==> src/rtl/spart_receive.sv <==
// SPART receiver: 16x-oversampled 8N1 deserializer with a one-byte receive buffer and RDA/FE/OVR flags.
// Latency: RDA rises one clk after the Enable tick that samples the middle of the stop bit (+2 clk with SPART_RX_SYNC_EN).
// Backpressure: none; a new byte always overwrites the buffer, and OVR records that an unread byte was lost.
//
// Ports:
//   clk, rst      - clock; synchronous active-low reset
//   Enable        - one-clk tick at 16x baud; all bit timing counts these ticks
//   RxD           - serial line (idle high, start 0, 8 data LSB first, stop 1)
//   IOCS, IORW    - chip select (0 holds the block in reset) and read strobe (1 = read)
//   IOADDR        - register select; 2'b00 is the receive buffer, whose read clears the flags
//   Rx_Data       - received byte, valid while RDA = 1
//   RDA, FE, OVR  - data available, sticky framing error, sticky overrun
// Build option: define SPART_RX_SYNC_EN to pass RxD through a two-flop synchronizer.

module spart_receive (
    input  logic       clk,
    input  logic       rst,
    input  logic       Enable,
    input  logic       RxD,
    input  logic       IOCS,
    input  logic       IORW,
    input  logic [1:0] IOADDR,
    output logic [7:0] Rx_Data,
    output logic       RDA,
    output logic       FE,
    output logic       OVR
);

    typedef enum logic [2:0] {
        IDLE,
        START,
        DATA,
        STOP,
        BREAK
    } state_t;

    state_t     state;
    logic [3:0] tick_cnt;
    logic [2:0] bit_cnt;
    logic [7:0] shift_reg;
    logic       rx;
    logic       buf_read;

`ifdef SPART_RX_SYNC_EN
    logic sync_a;
    logic sync_b;

    // Synchronizer flops reset to the idle line level so release never looks like a start bit.
    always_ff @(posedge clk) begin
        if (!rst) begin
            sync_a <= 1'b1;
            sync_b <= 1'b1;
        end else begin
            sync_a <= RxD;
            sync_b <= sync_a;
        end
    end

    assign rx = sync_b;
`else
    assign rx = RxD;
`endif

    assign buf_read = IOCS && IORW && (IOADDR == 2'b00);

    always_ff @(posedge clk) begin
        if (!rst || !IOCS) begin
            state     <= IDLE;
            tick_cnt  <= 4'd0;
            bit_cnt   <= 3'd0;
            shift_reg <= 8'h00;
            Rx_Data   <= 8'h00;
            RDA       <= 1'b0;
            FE        <= 1'b0;
            OVR       <= 1'b0;
        end else begin
            // The read clear comes first so a byte completing in the same
            // cycle wins for RDA/FE while OVR stays cleared.
            if (buf_read) begin
                RDA <= 1'b0;
                FE  <= 1'b0;
                OVR <= 1'b0;
            end

            if (Enable) begin
                case (state)
                    IDLE: begin
                        if (!rx) begin
                            state    <= START;
                            tick_cnt <= 4'd0;
                        end
                    end

                    // Eight ticks after the falling edge we are mid start bit;
                    // a high line here is a glitch, not a frame.
                    START: begin
                        if (tick_cnt == 4'd7) begin
                            tick_cnt <= 4'd0;
                            bit_cnt  <= 3'd0;
                            state    <= rx ? IDLE : DATA;
                        end else begin
                            tick_cnt <= tick_cnt + 4'd1;
                        end
                    end

                    DATA: begin
                        if (tick_cnt == 4'd15) begin
                            tick_cnt  <= 4'd0;
                            shift_reg <= {rx, shift_reg[7:1]};
                            bit_cnt   <= bit_cnt + 3'd1;
                            if (bit_cnt == 3'd7) begin
                                state <= STOP;
                            end
                        end else begin
                            tick_cnt <= tick_cnt + 4'd1;
                        end
                    end

                    STOP: begin
                        if (tick_cnt == 4'd15) begin
                            tick_cnt <= 4'd0;
                            if (rx) begin
                                Rx_Data <= shift_reg;
                                RDA     <= 1'b1;
                                if (RDA && !buf_read) begin
                                    OVR <= 1'b1;
                                end
                                state <= IDLE;
                            end else begin
                                FE    <= 1'b1;
                                state <= BREAK;
                            end
                        end else begin
                            tick_cnt <= tick_cnt + 4'd1;
                        end
                    end

                    // Wait out a held-low line so it is not mistaken for a new start bit.
                    BREAK: begin
                        if (rx) begin
                            state <= IDLE;
                        end
                    end

                    default: state <= IDLE;
                endcase
            end
        end
    end

endmodule

==> config.mk <==
export PLATFORM = sky130hd
export DESIGN_NAME = spart_receive
export DESIGN_NICKNAME = d
export VERILOG_FILES = /design/src/rtl/spart_receive.sv
export SDC_FILE = /design/constraint.sdc
export NUM_CORES = 1
export LEC_CHECK = 0
export ABC_AREA = 1
export CORE_MARGIN = 4
export CORE_UTILIZATION = 30
export DETAILED_ROUTE_END_ITERATION = 10
export GPL_TIMING_DRIVEN = 0
export PLACE_DENSITY = 0.53
export SYNTH_ARGS = -nofsm -noshare
export SYNTH_HDL_FRONTEND = slang
export SYNTH_SLANG_ARGS = --single-unit
==> constraint.sdc <==
create_clock -name clk -period 1.5 [get_ports clk]
set_clock_uncertainty 0.2 [all_clocks]
set_input_delay 0.3 -clock clk [delete_from_list [all_inputs] [get_ports clk]]
set_output_delay 0.3 -clock clk [all_outputs]
set_load 0.1 [all_outputs]
After elaboration in Yosys (flattened, before gate mapping). Cells that the tools add are included.

Reduce and logical (&&, ||, !) cells: 17. Mux-type cells: 32. Eq/ne operators: 13. Add/sub/neg operators: 2.

Operator list (count): 3-bit 2-to-1 mux (9); 1-bit 2-to-1 mux (16); 3-bit case mux with 5 select lines (1); 4-bit 2-to-1 mux (3); 2-bit inequality test, second input constant (6); 4-bit case mux with 3 select lines (1); 4-bit AND reduction (2); 7-bit AND reduction (1); 3-bit by 2-bit == test with 1-bit output, second input constant (2); 3-bit == test, second input constant (2); 3-bit case mux with 2 select lines (1); 3-bit AND reduction (2); 4-bit by 1-bit adder with 4-bit output, second input constant (1); 4-bit by 3-bit == test with 1-bit output, second input constant (1); 4-bit == test, second input constant (1); 3-bit by 1-bit adder with 3-bit output, second input constant (1); 3-bit by 1-bit == test with 1-bit output, second input constant (1); 1-bit logical AND (3); 1-bit logical NOT (3); 3-bit logical NOT (1); 3-bit nonzero test (1); 2-bit logical NOT (1); 2-bit 2-to-1 mux (1); 2-bit nonzero test (1); 2 further kinds (2).

Word-level logic and storage cells: 72. Register bits after elaboration: 29. Output and inout bits: 11. Input bits: 8.

Depth between registers and ports, before layout.
Depth after elaboration: 9. Mapped depth: 10. Gate-level depth less buffers: 10.

Worst setup path after synthesis. Ideal clock, no wire load.

Kind: register to register. From: register tick_cnt[0]. To: register shift_reg[0]. Required time: 1.184 ns. Period minus slack after synthesis: 1.542 ns. Arrival time: 1.226 ns. Buffers on the path: 0. Setup slack: -0.042 ns. Cell stages (with the launch flop): 9. Library setup time: 0.116 ns. Cells stage by stage: dfxtp_1 > ha_1 > nand3_2 > nor2_2 > inv_2 > nor2_4 > inv_2 > nor2_1 > nor2_1.

Longest elaborated chain between the ends: 2.

RTL lines: start, declared (line 38) `logic [3:0] tick_cnt;`; start signal, assigned (line 102) `tick_cnt <= tick_cnt + 4'd1;`; start signal, assigned (line 115) `tick_cnt <= tick_cnt + 4'd1;`; start signal, assigned (line 134) `tick_cnt <= tick_cnt + 4'd1;`; 4-bit == test (line 107) `if (tick_cnt == 4'd15) begin`; 3-bit AND reduction (no source line); end signal, assigned (line 109) `shift_reg <= {rx, shift_reg[7:1]};`; end, declared (line 40) `logic [7:0] shift_reg;`.

Every way passes these cells. A chain may end at the register's enable or synchronous reset.

Worst setup path in the final report.
From: register tick_cnt[1]. To: register shift_reg[7].

Same word-level chain as after synthesis.

==> flow_summary.toml <==
[synth]
ys_seq_area_frac = 0.445
synth_warnings = 0
syn-cell-area_um2 = 1310
synth_area_leaders = "dfxtp_1 44%, nor2_1 14%, nand2_1 8.6%"
syn-mean-instance-area_um2 = 7.17
syn_nets = 193
netlist.area_leader.share = 0.445
syn_inst = 182
ys_seq_elements = 29
yosysUniqueCellTypes = 24
synth_top_area_cell = "dfxtp_1"

[die]
die_w_um = 74.0
initial_core_util = 0.317
die_area_um2 = 5470
die_y_um = 74.0
core_um2 = 4120
rows = 23
io_pins = 19

[cts]
cts.clk_slew.worst_paths_ns = 0.06
cts_hold_buf = 0
cts_tree = "yes"
clk_latency_ns = 0.28
cts_root_buffer = "clkbuf_8"
ctsHtreeMaxLevel = 2
cts_buffer_depth = 2
cts_buffers = 5
cts.sinks = 29

[global_route]
grt_util_all_layers = 0.114
grt_max_degree = 11
grt_overflow = 0
grt_pass1_wl_um = 4770
grt_antenna_before_repair = 0
first_global_vias = 1095

[power]
power.internal_mw = 1.15
p_leak_nw = 0.749
power_density_nw_per_um2 = 876
p_sw_mw = 0.382
switching_share = 0.250
combPwrFrac = 0.088
pwr-share-seq = 0.512
peakVddDrop_uv = 285
pwr-share-clk = 0.401

[cells_and_area]
drive_gt1_frac = 0.278
syn2layout_area_growth_pct = 34.1
fillers = 450
nets = 226
finalNonFillerCells = 266
num_antenna_cells = 0

[drt]
ant_nets = 0
vias_per_cell = 4.46
num_vias = 1187
dr.pass1.iters = 4
routed_wl_um = 2770
wl_per_cell_um = 10.4
drc = 0
drt_iter0_markers = 48

[setup_path]
path_cells = "ha_4, nand3_4, nor2_4, inv_2, nor2_4, buf_4, o21ai_1, a21oi_1"
critical_path.endpoint = "shift_reg[7]"
crit_arrival_ns = 1.56
crit_top_cell = "nor2_4"
rr_startpoint = "tick_cnt[1]"
critPathCaptureType = "register"
r2r_cells = 8
cp-startpoint = "tick_cnt[1]"
cp.required_ns = 1.52
cp.depth = 8
start_kind = "register"
critPathBufInv = 2
cp_top_family = "simple AND/OR/NAND/NOR gates"
cp_slowest_cell = "dfxtp_2"
r2r_end = "shift_reg[7]"
worstSetupPathType = "reg -> reg"
cp_max_fo = 7
reg2reg_slack_ns = -0.04
cpPeakStageDelay_ns = 0.35

[placed_design]
place_congestion = 0.784
io_buffers = 18
hpwl_um = 1990
dpl_worst_slack_ns = -0.485
dp.cells = 250

[worst_hold_path]
hp-class = "reg -> reg"

[run]
max_cap_viol_count = 0

[sta]
finalHoldViolations = 0
rsz0062_at_grt = "true"
timing.fmax_mhz = 648
fin_crit_ns = 1.54
final.period_utilization = 1.03
fin_tns_setup_ns = -0.166
setup_viol = 7
layout_setup_ws_ns = -0.0421
holdWs_ns = 0.256
slew_headroom = 0.798
worst_pin_slew_ns = 0.302
drv_slew = 0

[run_status]
violations = "setup timing"
status = "finished with violations"
metrics by stage:
step           utilization  instance area [µm²]  power (mW)
6_report             0.425                 1750        1.53
5_1_grt              0.425                 1750        1.62
4_1_cts              0.416                 1710        1.55
3_5_place_dp         0.381                 1570       0.919
3_3_place_gp         0.381                 1570       0.918
2_1_floorplan            -                 1330       0.877
cell usage in the layout, fill, tap and decap left out, drive strengths merged:
cell type,synthesis,final
nor2,51,51
nand2,32,32
dfxtp,29,29
buf,0,20
inv,20,20
o21ai,20,20
a21oi,10,10
nand3,9,9
clkbuf,2,7
clkdlybuf4s50,0,5
ha,3,3
clkinv,1,3
dlygate4sd2,0,2
o31ai,1,1
xor2,1,1
o211ai,1,1
xnor2,1,1
nor3,1,1
worst min path at each step:
stage | startpoint | end | slack [ns] | depth (start not counted)
finish | OVR | OVR | 0.26 | 2
global route | OVR | OVR | 0.30 | 2
CTS | OVR | OVR | 0.26 | 2
detailed placement | OVR | OVR | 0.25 | 2
global placement | OVR | OVR | 0.25 | 2
floorplan | tick_cnt[2] | tick_cnt[2] | 0.26 | 2
synthesized netlist by cell type (all sizes together):
| master | n |
|---|---|
| nor2 | 51 |
| nand2 | 32 |
| dfxtp | 29 |
| inv | 20 |
| o21ai | 20 |
| a21oi | 10 |
| nand3 | 9 |
| ha | 3 |
| clkbuf | 2 |
| clkinv | 1 |
| nor3 | 1 |
| o211ai | 1 |
| o31ai | 1 |
| xnor2 | 1 |
| xor2 | 1 |
power by group through the flow:
stage | sequential (mW) | clock [mW] | combinational, mW
after floorplan | 0.800 | 0 | 0.0776
after global placement | 0.802 | 0 | 0.116
after detailed placement | 0.802 | 0 | 0.117
after CTS | 0.783 | 0.646 | 0.124
after global routing | 0.785 | 0.685 | 0.151
final | 0.785 | 0.614 | 0.134
area by class of cell:
class                           count  area, µm²  share of cell area
Timing Repair Buffer               26        210               0.120
Buffer                              2       18.8              0.0107
Tap cell                           50       62.6              0.0357
Clock buffer                        6       72.6              0.0415
Clock inverter                      2       10.0             0.00572
Sequential cell                    29        589               0.337
Inverter                           21       86.3              0.0493
Multi-Input combinational cell    130        701               0.400
layer usage:
| metal | wire (µm) | vias to the layer above | track usage |
|---|---|---|---|
| met5 | 0 | - | 0 |
| met4 | 78 | 0 | 0.0664 |
| met3 | 183 | 6 | 0.0432 |
| met2 | 1150 | 21 | 0.170 |
| met1 | 1350 | 518 | 0.140 |
| li1 | - | 642 | - |
kinds of logic (layout without fill, tap and decap cells):
logic type,count (synthesis),in the layout,synth area share
adder cells (fa/ha/maj),3,3,0.0288
AO/OA/AOI/OAI,32,32,0.132
AND/OR/NAND/NOR,93,93,0.306
buffers and inverters,23,57,0.0748
XOR/XNOR,2,2,0.0134
flip-flops,29,29,0.445
repair_timing:
item / 4_1_cts / 5_1_grt
gates cloned: 0 / 0
endpoints found under the setup margin: 36 / 25
setup buffers: 7 / 1
pin swaps: 5 / 6
resized for setup: 84 / 16
worst reg2reg max path, delay by kind of cell, from the launching register on:
family | cells | cell delay [ns]
flip-flops | 1 | 0.35
AND/OR/NAND/NOR | 3 | 0.40
adder cells (fa/ha/maj) | 1 | 0.16
buffers and inverters | 2 | 0.21
AO/OA/AOI/OAI | 2 | 0.15
No activity file was read; power rests on OpenSTA's default activity.
